$ cat config.mk
export PLATFORM = sky130hd
export DESIGN_NAME = fifo_wr_arbiter
export DESIGN_NICKNAME = d
export VERILOG_FILES = /design/src/rtl/fifo_wr_arbiter.sv
export SDC_FILE = /design/constraint.sdc
export NUM_CORES = 1
export LEC_CHECK = 0
export CAP_MARGIN = 25
export CELL_PAD_IN_SITES_DETAIL_PLACEMENT = 0
export CELL_PAD_IN_SITES_GLOBAL_PLACEMENT = 1
export CORE_MARGIN = 4
export CORE_UTILIZATION = 36
export DETAILED_ROUTE_END_ITERATION = 6
export PLACE_DENSITY_LB_ADDON = 0.1
export SLEW_MARGIN = 40
export SYNTH_ARGS = -nofsm -noshare
export SYNTH_HDL_FRONTEND = slang
export SYNTH_SLANG_ARGS = --single-unit
$ cat constraint.sdc
create_clock -name wr_clk -period 3.1 [get_ports wr_clk]
set_clock_uncertainty 0.05 [all_clocks]
set_input_delay 0.775 -clock wr_clk [delete_from_list [all_inputs] [get_ports wr_clk]]
set_output_delay 0.775 -clock wr_clk [all_outputs]
set_load 0.01 [all_outputs]
$ cat src/rtl/fifo_wr_arbiter.sv
// Round-robin burst arbiter that shares one FIFO write port among NUM_REQ producers.
// Write data and enable are registered. FIFO wr_ack/wr_err are routed back to the producer that issued each beat.
module fifo_wr_arbiter #(
    parameter int unsigned WIDTH     = 8,
    parameter int unsigned NUM_REQ   = 4,
    parameter int unsigned MAX_BURST = 4
) (
    input  logic                     wr_clk,
    input  logic                     clear,
    input  logic [NUM_REQ-1:0]       req,
    input  logic [NUM_REQ*WIDTH-1:0] req_din,
    input  logic [NUM_REQ-1:0]       req_last,
    output logic [NUM_REQ-1:0]       gnt,
    output logic [NUM_REQ-1:0]       acc,
    output logic [NUM_REQ-1:0]       req_ack,
    output logic [NUM_REQ-1:0]       req_err,
    output logic [WIDTH-1:0]         din,
    output logic                     wr_en,
    input  logic                     full,
    input  logic                     almost_full,
    input  logic                     wr_ack,
    input  logic                     wr_err,
    output logic                     busy
);

    localparam int unsigned IDW  = (NUM_REQ > 1) ? $clog2(NUM_REQ) : 1;
    localparam int unsigned CNTW = $clog2(MAX_BURST + 1);

    typedef enum logic {
        IDLE  = 1'b0,
        BURST = 1'b1
    } state_t;

    state_t             state_q, state_d;
    logic [IDW-1:0]     owner_q, owner_d;
    logic [IDW-1:0]     ptr_q, ptr_d;
    logic [IDW-1:0]     win_id;
    logic               win_found;
    logic [CNTW-1:0]    cnt_q, cnt_d;
    logic [NUM_REQ-1:0] gnt_d;
    logic [WIDTH-1:0]   din_d;
    logic               wr_en_d;
    logic               stall;
    logic               acc_any;
    logic [WIDTH-1:0]   slot [NUM_REQ];
    logic               s1_vld, s2_vld;
    logic [IDW-1:0]     s1_id, s2_id;
    int unsigned        scan;

    for (genvar g = 0; g < NUM_REQ; g++) begin : g_slot
        assign slot[g] = req_din[g*WIDTH +: WIDTH];
    end

    // wr_en is one cycle behind acc, so almost_full only blocks when a beat is already in flight
    assign stall   = full | (almost_full & wr_en);
    assign acc_any = (state_q == BURST) & req[owner_q] & ~stall;

    always_comb begin
        acc          = '0;
        acc[owner_q] = acc_any;
    end

    // First active request at or after the round-robin pointer, wrapping
    always_comb begin
        win_found = 1'b0;
        win_id    = '0;
        scan      = 0;
        for (int unsigned i = 0; i < NUM_REQ; i++) begin
            scan = (32'(ptr_q) + i) % NUM_REQ;
            if (!win_found && req[IDW'(scan)]) begin
                win_found = 1'b1;
                win_id    = IDW'(scan);
            end
        end
    end

    always_comb begin
        state_d = state_q;
        owner_d = owner_q;
        ptr_d   = ptr_q;
        cnt_d   = cnt_q;
        gnt_d   = gnt;
        din_d   = din;
        wr_en_d = 1'b0;
        case (state_q)
            IDLE: begin
                if (win_found) begin
                    state_d = BURST;
                    owner_d = win_id;
                    gnt_d   = NUM_REQ'(1) << win_id;
                    ptr_d   = (win_id == IDW'(NUM_REQ - 1)) ? '0 : win_id + 1'b1;
                    cnt_d   = '0;
                end
            end
            BURST: begin
                if (acc_any) begin
                    wr_en_d = 1'b1;
                    din_d   = slot[owner_q];
                    cnt_d   = cnt_q + 1'b1;
                    if (req_last[owner_q] || (cnt_q == CNTW'(MAX_BURST - 1))) begin
                        state_d = IDLE;
                        gnt_d   = '0;
                    end
                end else if (!req[owner_q]) begin
                    state_d = IDLE;
                    gnt_d   = '0;
                end
            end
            default: begin
                state_d = IDLE;
                gnt_d   = '0;
            end
        endcase
    end

    always_ff @(posedge wr_clk or posedge clear) begin
        if (clear) begin
            state_q <= IDLE;
            owner_q <= '0;
            ptr_q   <= '0;
            cnt_q   <= '0;
            gnt     <= '0;
            din     <= '0;
            wr_en   <= 1'b0;
            busy    <= 1'b0;
        end else begin
            state_q <= state_d;
            owner_q <= owner_d;
            ptr_q   <= ptr_d;
            cnt_q   <= cnt_d;
            gnt     <= gnt_d;
            din     <= din_d;
            wr_en   <= wr_en_d;
            busy    <= (state_d != IDLE);
        end
    end

    // Owner id follows each beat until the FIFO's response arrives two cycles after acc
    always_ff @(posedge wr_clk or posedge clear) begin
        if (clear) begin
            s1_vld  <= 1'b0;
            s1_id   <= '0;
            s2_vld  <= 1'b0;
            s2_id   <= '0;
            req_ack <= '0;
            req_err <= '0;
        end else begin
            s1_vld  <= acc_any;
            s1_id   <= owner_q;
            s2_vld  <= s1_vld;
            s2_id   <= s1_id;
            req_ack <= (s2_vld && wr_ack) ? (NUM_REQ'(1) << s2_id) : '0;
            req_err <= (s2_vld && wr_err) ? (NUM_REQ'(1) << s2_id) : '0;
        end
    end

endmodule

-- Word-level counts from Yosys, hierarchy flattened
Index checks and enable logic that the tools add are counted.
- bits of input ports: 46
- flip-flop bits (word level): 35
- output and inout port bits: 26
- bits in read-only memories: 0
- memories kept: 0
- latch bits: 0
- bits in writable memories: 0
- word-level logic and storage cells: 98
- muxes and demuxes: 43
- bitwise gates (word level): 8
- shift-type cells: 2
- div/mod/pow operators: 0
- $add $sub $neg: 5
- reductions and logical operators: 14
- equal/unequal tests: 6
- multiply operators: 0
- $lt $le $gt $ge: 7
- operator list (kind ; number):
    $mux W4 ; 6
    $mux W1 ; 17
    $bmux W8 S2 ; 1
    $mux W8 ; 2
    $lt A2 B3 Y1 const B ; 5
    $bmux W1 S2 ; 6
    $mux W2 ; 5
    $pmux W4 S2 ; 1
    $shl A1 B2 Y4 const A ; 2
    $logic_and A1 B1 Y1 ; 6
    $mux W3 ; 2
    $pmux W3 S2 ; 1
    $reduce_and A2 Y1 ; 3
    $add A2 B1 Y2 const B ; 2
    $add A2 B2 Y2 const B ; 2
    $and A4 B4 Y4 ; 1
    $add A3 B1 Y3 const B ; 1
    $and A1 B1 Y1 ; 3
    $eq A3 B2 Y1 const B ; 1
    $ge A3 B3 Y1 const B ; 1
    $logic_not A1 Y1 ; 3
    $ne A3 B2 Y1 const B ; 1
    $ne A3 B3 Y1 const B ; 1
    $not A2 Y3 ; 1
    other kinds (10) ; 11

-- Logic depth before layout (Yosys ltp)
Gate-level depths: netlist (run 1).
- word-level depth: 15
- gate-level depth with buffers: 7
- gate-level depth less buffers: 7

-- Least setup slack after synthesis (run 1)
Ideal clock, no wire load.
- path kind: input port to output port
- start point: input almost_full
- end point: output acc[2]
- required time: 2.275 ns
- path buffers: 1
- path slack: 0.555 ns
- data arrival time: 1.720 ns
- stages on the path: 4
- path through: a21oi_1 nand3_4 buf_12 nor3b_1
- cells in the longest elaborated chain, start to end: 5
- ends and longest elaborated chain (what ; RTL line ; source):
    start: declaration ; 20 ; input logic almost_full,
    $and A1 B1 Y1 ; 55 ; assign stall = full | (almost_full & wr_en);
    $or A1 B1 Y1 ; 55 ;
    $not A1 Y1 ; 56 ; assign acc_any = (state_q == BURST) & req[owner_q] & ~stall;
    $and A1 B1 Y1 ; 56 ;
    $and A4 B4 Y4 (no line) ; -- ;
    end: declaration ; 14 ; output logic [NUM_REQ-1:0] acc,
No other way between the ends.

-- Worst setup path after layout (run 1)
- start point: input req[3]
- end point: output acc[3]
- cells in the longest elaborated chain, start to end: 5
- ends and longest elaborated chain (what ; RTL line ; source):
    start: declaration ; 10 ; input logic [NUM_REQ-1:0] req,
    $bmux W1 S2 ; 56 ;
    $mux W1 (not written as such) ; 56 ;
    $and A1 B1 Y1 (2 in series) ; 56 ;
    $and A4 B4 Y4 (no line) ; -- ;
No other way between the ends. The select of a mux whose other input is x is not followed.

==> metrics.txt, run 1 <==
outcome=finished clean; max-slew violation count=0; total number of vias=1379; Post-Syn Area=0.00178 mm^2; sw frac=35.8%; Area Growth Syn to Fin=50.9%; DIE HEIGHT=78.4 um; Gate power share=46.2%; Routability Congestion=0.818; max cap viols=0; diode count=0; H-tree depth=2; final hold vios=0; gr usage total=15.7%; # setup viols final=0; Internal=1310 uW; worst slew pin tran=0.578 ns; top post-synthesis cells by count=35 x dfrtp_1, 9 x nand2_1, 8 x mux2_2; Synth async-reset ratio=100%; Hold WC Path Type=flop to flop; share of layout cells above drive strength 1=19.4%; Worst-path clk slew=0.08 ns; Layout Nets=268; sequential group share of total power=37.0%; CTS Hold Bufs=0; die width=78.4 um; drt initial violations=29; Fill cells=414; Syn Inst Count=134; num rows=25; I/O pin total=72; Pleak=0.00115 uW; Fmax=0.328 GHz; Final min period=3.04 ns; Slew headroom=61.3%; grt total ovfl=0; synth unique cells=34; Seq/Total Area, Yosys=49.2%; Clock Sinks=35; via/cell ratio=4.86; crit start category=input pin; number of nets with antenna violations after routing=0; Crit Path Max Fanout=6; worst hold slack=0.300 ns; initial antenna violation count=0; DP Worst Slack=-0.292 ns; Clock Tree Buf Depth=2; syn avg cell area=13.3 um^2; routed length per instance=15.5 um; Port-buffer cells=71; Yosys top cell area share=49.2%; synth warn=0; Initial Util=37.5%; drt drc=0; Total Wirelength=4.39 mm; clock power share=16.8%; Main synth FF type=dfrtp_1; top-count cell post-synth=dfrtp_1; drt first pass iters=4; Peak VDD IR=0.000426 V; Final Cycle Share=98.2%; die area=0.00614 mm^2; Required @ worst endpoint=2.27 ns; core area=0.00475 mm^2; RSZ-0062 raised after global routing=no; vias in the first global route=1496; critical path arrival=2.22 ns; WS Path Type=input pin to output pin; first-pass GRT wire length=7.35 mm; number of CTS-inserted buffers=5; post-synthesis register bit count=35; PwrDens=757 mW/mm^2; post-synth top area cell=dfrtp_1; Final WS setup=0.0557 ns; Final HPWL DP=3.36 mm; Post CTS Setup Buffer Count=0; worst skew pair latency=0.29 ns; Setup crit end kind=output pin; EDFF count, synth=0; syn_nets=186; synth top area cells=dfrtp_1 49%, mux4_1 7.4%, mux2_2 5.1%, mux4_2 5.1%, ha_1 4.2%; Root Buffer=clkbuf_8; CTS tree=done; largest net degree at the start of global routing=36; P_sw=728 uW
cells in the final DEF (no fill, tap or decap), types with 2 or more instances in the layout:
cell type	instances
dlygate4sd2_1	3
mux4_1	5
buf_4	11
nor3b_1	2
clkdlybuf4s50_1	67
dfrtp_1	35
nor3_1	3
mux4_2	4
clkinv_4	2
nand2_1	9
nand2b_1	4
ha_1	6
inv_1	7
mux2i_1	7
o21ai_2	3
nand3_2	3
a21oi_1	4
o2bb2ai_1	4
clkbuf_8	5
mux2_2	8
o21ai_0	2
nor2_1	7
per-layer routing:
metal | up-vias | global-route usage, % | share of wire [%]
li1 | 649 | - | -
met1 | 673 | 17.9 | 40
met2 | 43 | 27.3 | 52
met3 | 14 | 3.56 | 4.9
met4 | 0 | 8.22 | 3.1
met5 | - | 0 | 0
metrics by stage:
stage,utilization (%),total power (uW),cell area (um^2),setup TNS (ns),cells
2_1_floorplan,-,1330,1780,0,134
3_3_place_gp,54.7,1690,2600,-0.653,276
3_5_place_dp,54.7,1720,2600,-0.747,276
4_1_cts,56.4,2070,2680,0,284
5_1_grt,56.6,2200,2690,0,284
6_report,56.6,2040,2690,0,284
final cells by class:
| type | instances | area (um^2) | share of cell area [%] |
|---|---|---|---|
| well taps | 67 | 83.8 | 3.12 |
| repair buffers | 82 | 785 | 29.2 |
| clock buffers | 5 | 68.8 | 2.56 |
| flip-flops and latches | 35 | 876 | 32.6 |
| clock inverters | 3 | 25.0 | 0.931 |
| inverters | 7 | 26.3 | 0.977 |
| multi-input cells | 85 | 825 | 30.7 |
registers in the layout, summed over array words and instances (netlist names):
| register | flops |
|---|---|
| din | 8 |
| gnt | 4 |
| req_ack | 4 |
| req_err | 4 |
| cnt_q | 3 |
| owner_q | 2 |
| ptr_q | 2 |
| s1_id | 2 |
| s2_id | 2 |
| s1_vld | 1 |
| s2_vld | 1 |
| state_q | 1 |
| wr_en | 1 |
cell families (layout without fill, tap and decap cells):
family	Yosys count	in the layout	synth area share, %
buffers and inverters	14	97	4.85
AOI/OAI and AO/OA	19	19	7.52
muxes	25	25	22.1
adders and majority gates	6	6	4.21
and+or+nand+nor	35	35	12.2
DFF	35	35	49.2
path summary, 6_finish.rpt:
kind	start	endpoint	slack [ns]	cells past startpoint
worst max-delay path	req[3]	acc[3]	0.06	6
worst min-delay path	s1_vld	s2_vld	0.30	0
worst max register to register	ptr_q[1]	ptr_q[1]	1.20	5
worst min register to register	s1_vld	s2_vld	0.30	0
max in group asynchronous	clear	wr_en	1.85	3
min in group asynchronous	clear	req_err[0]	0.83	3
repair_timing:
item	4_1_cts	5_1_grt
setup endpoints to repair	4	1
endpoints found under the hold margin	0	0
resized for setup	7	1
power groups by stage:
stage          logic [uW]  registers, uW  clock network, uW
6_report              940            754                342
5_1_grt              1040            781                373
4_1_cts               955            757                354
3_5_place_dp          956            764                  0
3_3_place_gp          938            749                  0
2_1_floorplan         563            768                  0
worst max-delay path: stages:
cell	delay (ns)
clkdlybuf4s50_1	0.41
mux4_2	0.53
nand3_4	0.14
inv_1	0.06
and3_1	0.17
buf_2	0.13
No activity file was read; power rests on OpenSTA's default activity.
==> run 2: changes to the inputs <==
- CORE_UTILIZATION: 36 -> 51
- DONT_BUFFER_PORTS: not set -> 1
==> run 2 against run 1 <==
Effect of this change: clock-buffer cell count unchanged; worst setup slack better by 0.52 ns; first-iteration DRC count unchanged; non-clock buffer count down 78; die area down 27%; critical endpoint unchanged; highest routed layer unchanged.
==> metrics.txt, run 2 (synthesis gave the netlist of run 1 again) <==
most frequent cells in the layout=35 x dfrtp_1, 9 x nand2_1, 8 x mux2_2 (was 67 x clkdlybuf4s50_1, 35 x dfrtp_1, 11 x buf_4, 9 x nand2_1, 8 x mux2_2); final hold vios=0 (unchanged); Post CTS Setup Buffer Count=0 (unchanged); worst skew pair latency=0.34 ns (was 0.29 ns); die area=0.00450 mm^2 (was 0.00614 mm^2); DP Cell Count=177 (was 276); Initial Util=53.0% (was 37.5%); Fmax=0.397 GHz (was 0.328 GHz); number of nets with antenna violations after routing=0 (unchanged); drt initial violations=29 (unchanged); max cap viols=0 (unchanged); Area Growth Syn to Fin=6.11% (was 50.9%); Final min period=2.52 ns (was 3.04 ns); Routability Congestion=0.792 (was 0.818); H-tree depth=2 (unchanged); die width=67.1 um (was 78.4 um); Clock Sinks=35 (unchanged); Slew headroom=61.6% (was 61.3%); Final WS setup=0.580 ns (was 0.0557 ns); Resize count post-CTS=0 (was 7); share of layout cells above drive strength 1=23.7% (was 19.4%); Crit Path Max Fanout=6 (unchanged); total number of vias=1083 (was 1379); launching point of the worst reg2reg path=ptr_q[1] (unchanged); Total Wirelength=3.23 mm (was 4.39 mm); FF-to-FF End=ptr_q[1] (unchanged); Largest register FFs=8 (unchanged); final core occ=56.2% (was 56.6%); # setup viols final=0 (unchanged); first-pass GRT wire length=5.02 mm (was 7.35 mm); I/O pin total=72 (unchanged); drt first pass iters=6 (was 4); commonest non-fill, non-tap cell in the layout=dfrtp_1 (was clkdlybuf4s50_1); drt drc=0 (unchanged); Fill cells=314 (was 414); Setup crit end kind=output pin (unchanged); Worst-path clk slew=0.11 ns (was 0.08 ns); core area=0.00336 mm^2 (was 0.00475 mm^2); Port-buffer cells=0 (was 71); critical path arrival=1.70 ns (was 2.22 ns); Hold WC Path Type=input pin to asynchronous set/reset pin (was flop to flop); outcome=finished clean (unchanged); initial antenna violation count=0 (unchanged); Final Cycle Share=81.3% (was 98.2%); Peak VDD IR=0.000335 V (was 0.000426 V); worst slew pin tran=0.571 ns (was 0.578 ns); diode count=0 (unchanged); CTS Hold Bufs=0 (unchanged); Required @ worst endpoint=2.27 ns (about the same); DP Worst Slack=0.576 ns (was -0.292 ns); Layout Nets=190 (was 268); Worst Reg-to-Reg Cells=5 (unchanged); Pleak=0.000830 uW (was 0.00115 uW); Clock Tree Buf Depth=2 (unchanged); num rows=21 (was 25); final std cells w/o fill=185 (was 284); WS Path Type=input pin to output pin (unchanged); Root Buffer=clkbuf_4 (was clkbuf_8); RSZ-0062 raised after global routing=no (unchanged); via/cell ratio=5.85 (was 4.86); crit start category=input pin (unchanged); PwrDens=920 mW/mm^2 (was 757 mW/mm^2); DIE HEIGHT=67.1 um (was 78.4 um); grt total ovfl=0 (unchanged); number of CTS-inserted buffers=5 (unchanged); Final HPWL DP=2.49 mm (was 3.36 mm); routed length per instance=17.4 um (was 15.5 um); largest net degree at the start of global routing=23 (was 36); max-slew violation count=0 (unchanged); gr usage total=15.5% (was 15.7%); Final Power=1740 uW (was 2040 uW); Biggest register=din (unchanged); CTS tree=done (unchanged); r2r setup slk=1.13 ns (was 1.20 ns); vias in the first global route=1082 (was 1496); TNS Setup=0 ns (unchanged)
[run 2: cell count changes in the layout (fill, tap and decap cells not counted), sizes merged]
cell	change
clkinvlp	-1
dlygate4sd2	-3
clkdlybuf4s50	-67
buf	-8
bufinv	+1
[run 2: worst max-delay path by stage]
stage,start,end,cells after the start
finish,req[3],acc[3],4
global route,owner_q[0],acc[3],4
CTS,owner_q[0],acc[3],4
detailed placement,req[3],acc[3],4
global placement,req[3],acc[3],4
floorplan,almost_full,acc[2],4
[run 2: critical path: stages]
cell     delay (ns)
mux4_2         0.50
nand3_4        0.15
inv_1          0.06
and3_1         0.21
[run 2: metal layers]
| layer | track usage, % | part of all wire (%) |
|---|---|---|
| met1 | 18.5 | 40 |
| met2 | 23.8 | 47 |
| met3 | 7.25 | 11 |
| met4 | 7.09 | 2.2 |
| met5 | 0 | 0 |
[run 2: through the flow]
step                hold slack (ns)  cell area, um^2
floorplan                     0.281             1780
global placement              0.282             1810
detailed placement            0.286             1810
CTS                           0.308             1890
global route                  0.325             1890
finish                        0.303             1890
[run 2: layout make-up]
cell class	count	area (um^2)	area share (%)
clock buffers	5	37.5	1.99
repair buffers	4	30.0	1.59
multi-input cells	85	820	43.3
inverters	7	26.3	1.39
flip-flops and latches	35	876	46.3
clock inverters	3	43.8	2.32
well taps	46	57.6	3.04
[run 2: power breakdown]
part	internal (uW)	leakage [uW]	switching (uW)
registers	621	0.000450	193
logic	304	0.000335	290
clock network	170	0.0000452	161
total	1100	0.000830	643
==> run 3: changes to the inputs <==
- CORE_UTILIZATION: 51 -> 48
- clock period: 3.1 -> 2.5 ns (I/O delays scaled with it)
==> run 3 against run 2 <==
Effect of this change: die area increased by 5.5%; wire length increased by 1.3%; critical path depth unchanged; sequential power increased by 22%; worst hold slack got worse by 0.11 ns; sequential share of layout area decreased by 1.6 points; critical endpoint unchanged.
==> metrics.txt, run 3 (synthesis gave the netlist of run 1 again) <==
Worst-path clk slew=0.07 ns (was 0.11 ns); Fill cells=297 (was 314); Setup crit end kind=output pin (unchanged); PwrDens=1160 mW/mm^2 (was 920 mW/mm^2); commonest non-fill, non-tap cell in the layout=dfrtp_1 (unchanged); sequential group share of total power=43.6% (was 46.8%); diode count=0 (unchanged); H-tree depth=2 (unchanged); gr usage total=15.1% (was 15.5%); grt total ovfl=0 (unchanged); Final Cycle Share=91.4%; Crit path max-delay family=multiplexers (unchanged); Clock Tree Buf Depth=2 (unchanged); Slowest Stage Delay on Critical Path=0.55 ns (was 0.50 ns); WS Path Type=flop to output pin (was input pin to output pin); Layout Nets=195 (was 190); Initial Util=51.4% (was 53.0%); drt initial violations=50 (was 29); Resize count post-CTS=0 (unchanged); critical path arrival=1.61 ns (was 1.70 ns); share of layout cells above drive strength 1=26.4% (was 23.7%); max cap viols=0 (unchanged); Pleak=0.000869 uW (was 0.000830 uW); Root Buffer=clkbuf_8 (was clkbuf_4); initial antenna violation count=0 (unchanged); DIE HEIGHT=68.9 um (was 67.1 um); largest net degree at the start of global routing=24 (was 23); max-slew violation count=0 (unchanged); RSZ-0062 raised after global routing=no (unchanged); CTS tree=done (unchanged); Hold WC Path Type=input pin to asynchronous set/reset pin (unchanged); worst-path cell chain=mux4_2, nand3_4, inv_1, and3_1 (unchanged); Biggest register=din (unchanged); drt drc=0 (unchanged); Area Growth Syn to Fin=9.97% (was 6.11%); Internal=1470 uW (was 1100 uW); sw frac=35.4% (was 37.0%); die width=68.9 um (was 67.1 um); final core occ=56.5% (was 56.2%); Buf/Inv on CP=1 (unchanged); first-pass GRT wire length=5.24 mm (was 5.02 mm); Slew headroom=66.1% (was 61.6%); Routability Congestion=0.711 (was 0.792); Clock Sinks=35 (unchanged); Required @ worst endpoint=1.82 ns (was 2.27 ns); outcome=finished clean (unchanged); core area=0.00347 mm^2 (was 0.00336 mm^2); most frequent cells in the layout=35 x dfrtp_1, 9 x nand2_1, 9 x buf_4, 8 x mux2_2 (was 35 x dfrtp_1, 9 x nand2_1, 8 x mux2_2); crit start category=flop (was input pin); P_sw=804 uW (was 643 uW); number of CTS-inserted buffers=5 (unchanged); TNS Setup=0 ns (unchanged); number of nets with antenna violations after routing=0 (unchanged); vias in the first global route=1119 (was 1082); die area=0.00475 mm^2 (was 0.00450 mm^2); drt first pass iters=4 (was 6); Gate power share=34.3% (was 34.2%); Critical-path top delay cell=mux4_2 (unchanged); Fmax=0.438 GHz; total number of vias=1104 (was 1083); via/cell ratio=5.81 (was 5.85); Crit Path Max Fanout=6 (unchanged); final hold vios=0 (unchanged); worst slew pin tran=0.506 ns (was 0.571 ns); # setup viols final=0 (unchanged); num rows=21 (unchanged); routed length per instance=17.2 um (was 17.4 um); worst skew pair latency=0.29 ns (was 0.34 ns); Post CTS Setup Buffer Count=0 (unchanged); Largest register FFs=8 (unchanged); CTS Hold Bufs=0 (unchanged); Total Wirelength=3.27 mm (was 3.23 mm); Final HPWL DP=2.51 mm (was 2.49 mm); Peak VDD IR=0.000535 V (was 0.000335 V); I/O pin total=72 (unchanged); Final min period=2.29 ns; clock power share=22.1% (was 19.0%); Port-buffer cells=0 (unchanged)
-- run 3: cell count changes in the layout (fill, tap and decap cells not counted), sizes merged --
cell  before  now
buf        4    9
-- run 3: per-stage QoR --
step	worst slack, ns	instance area [um^2]	cells	total power, uW	hold WS, ns
2_1_floorplan	0.255	1780	134	1650	0.281
3_3_place_gp	0.294	1850	182	1760	0.282
3_5_place_dp	0.287	1850	182	1800	0.286
4_1_cts	0.188	1960	190	2310	0.205
5_1_grt	0.125	1960	190	2440	0.244
6_report	0.215	1960	190	2270	0.198
-- run 3: cell type report --
cell class / instances / area [um^2] / share of cell area, %
clock buffers: 5 / 68.8 / 3.51
well taps: 46 / 57.6 / 2.94
clock inverters: 3 / 43.8 / 2.23
multi-input cells: 85 / 820 / 41.8
inverters: 7 / 26.3 / 1.34
flip-flops and latches: 35 / 876 / 44.7
repair buffers: 9 / 67.6 / 3.45
-- run 3: worst paths after layout --
| path | depth (start not counted) | slack, ns | from | end |
|---|---|---|---|---|
| hold reg to reg | 0 | 0.30 | s1_id[1] | s2_id[1] |
| max in group asynchronous | 2 | 1.52 | clear | cnt_q[2] |
| setup reg to reg | 6 | 0.59 | ptr_q[1] | gnt[3] |
| setup / recovery | 4 | 0.21 | owner_q[0] | acc[3] |
| min in group wr_clk | 0 | 0.30 | s1_id[1] | s2_id[1] |
| hold / removal | 1 | 0.20 | clear | req_ack[2] |
-- run 3: metal layers --
metal,vias up,wire length [um],GRT usage [%]
met3,6,308,6.97
met2,55,1560,23.7
met1,541,1360,18.6
met4,0,38,4.38
met5,-,0,0
li1,502,-,-
-- run 3: worst reg2reg max path, delay by kind of cell, from the launching register on --
family                   cells  cell delay [ns]
AO/OA/AOI/OAI                2             0.62
flip-flops                   1             0.46
AND/OR/NAND/NOR              1             0.26
multiplexers                 2             0.23
adder cells (fa/ha/maj)      1             0.21
-- run 3: power by group through the flow --
stage | Clock [uW] | Combinational, uW | Sequential, uW
floorplan | 0 | 698 | 952
detailed placement | 0 | 797 | 1000
global placement | 0 | 768 | 997
CTS | 519 | 796 | 995
global route | 537 | 886 | 1020
finish | 502 | 779 | 990
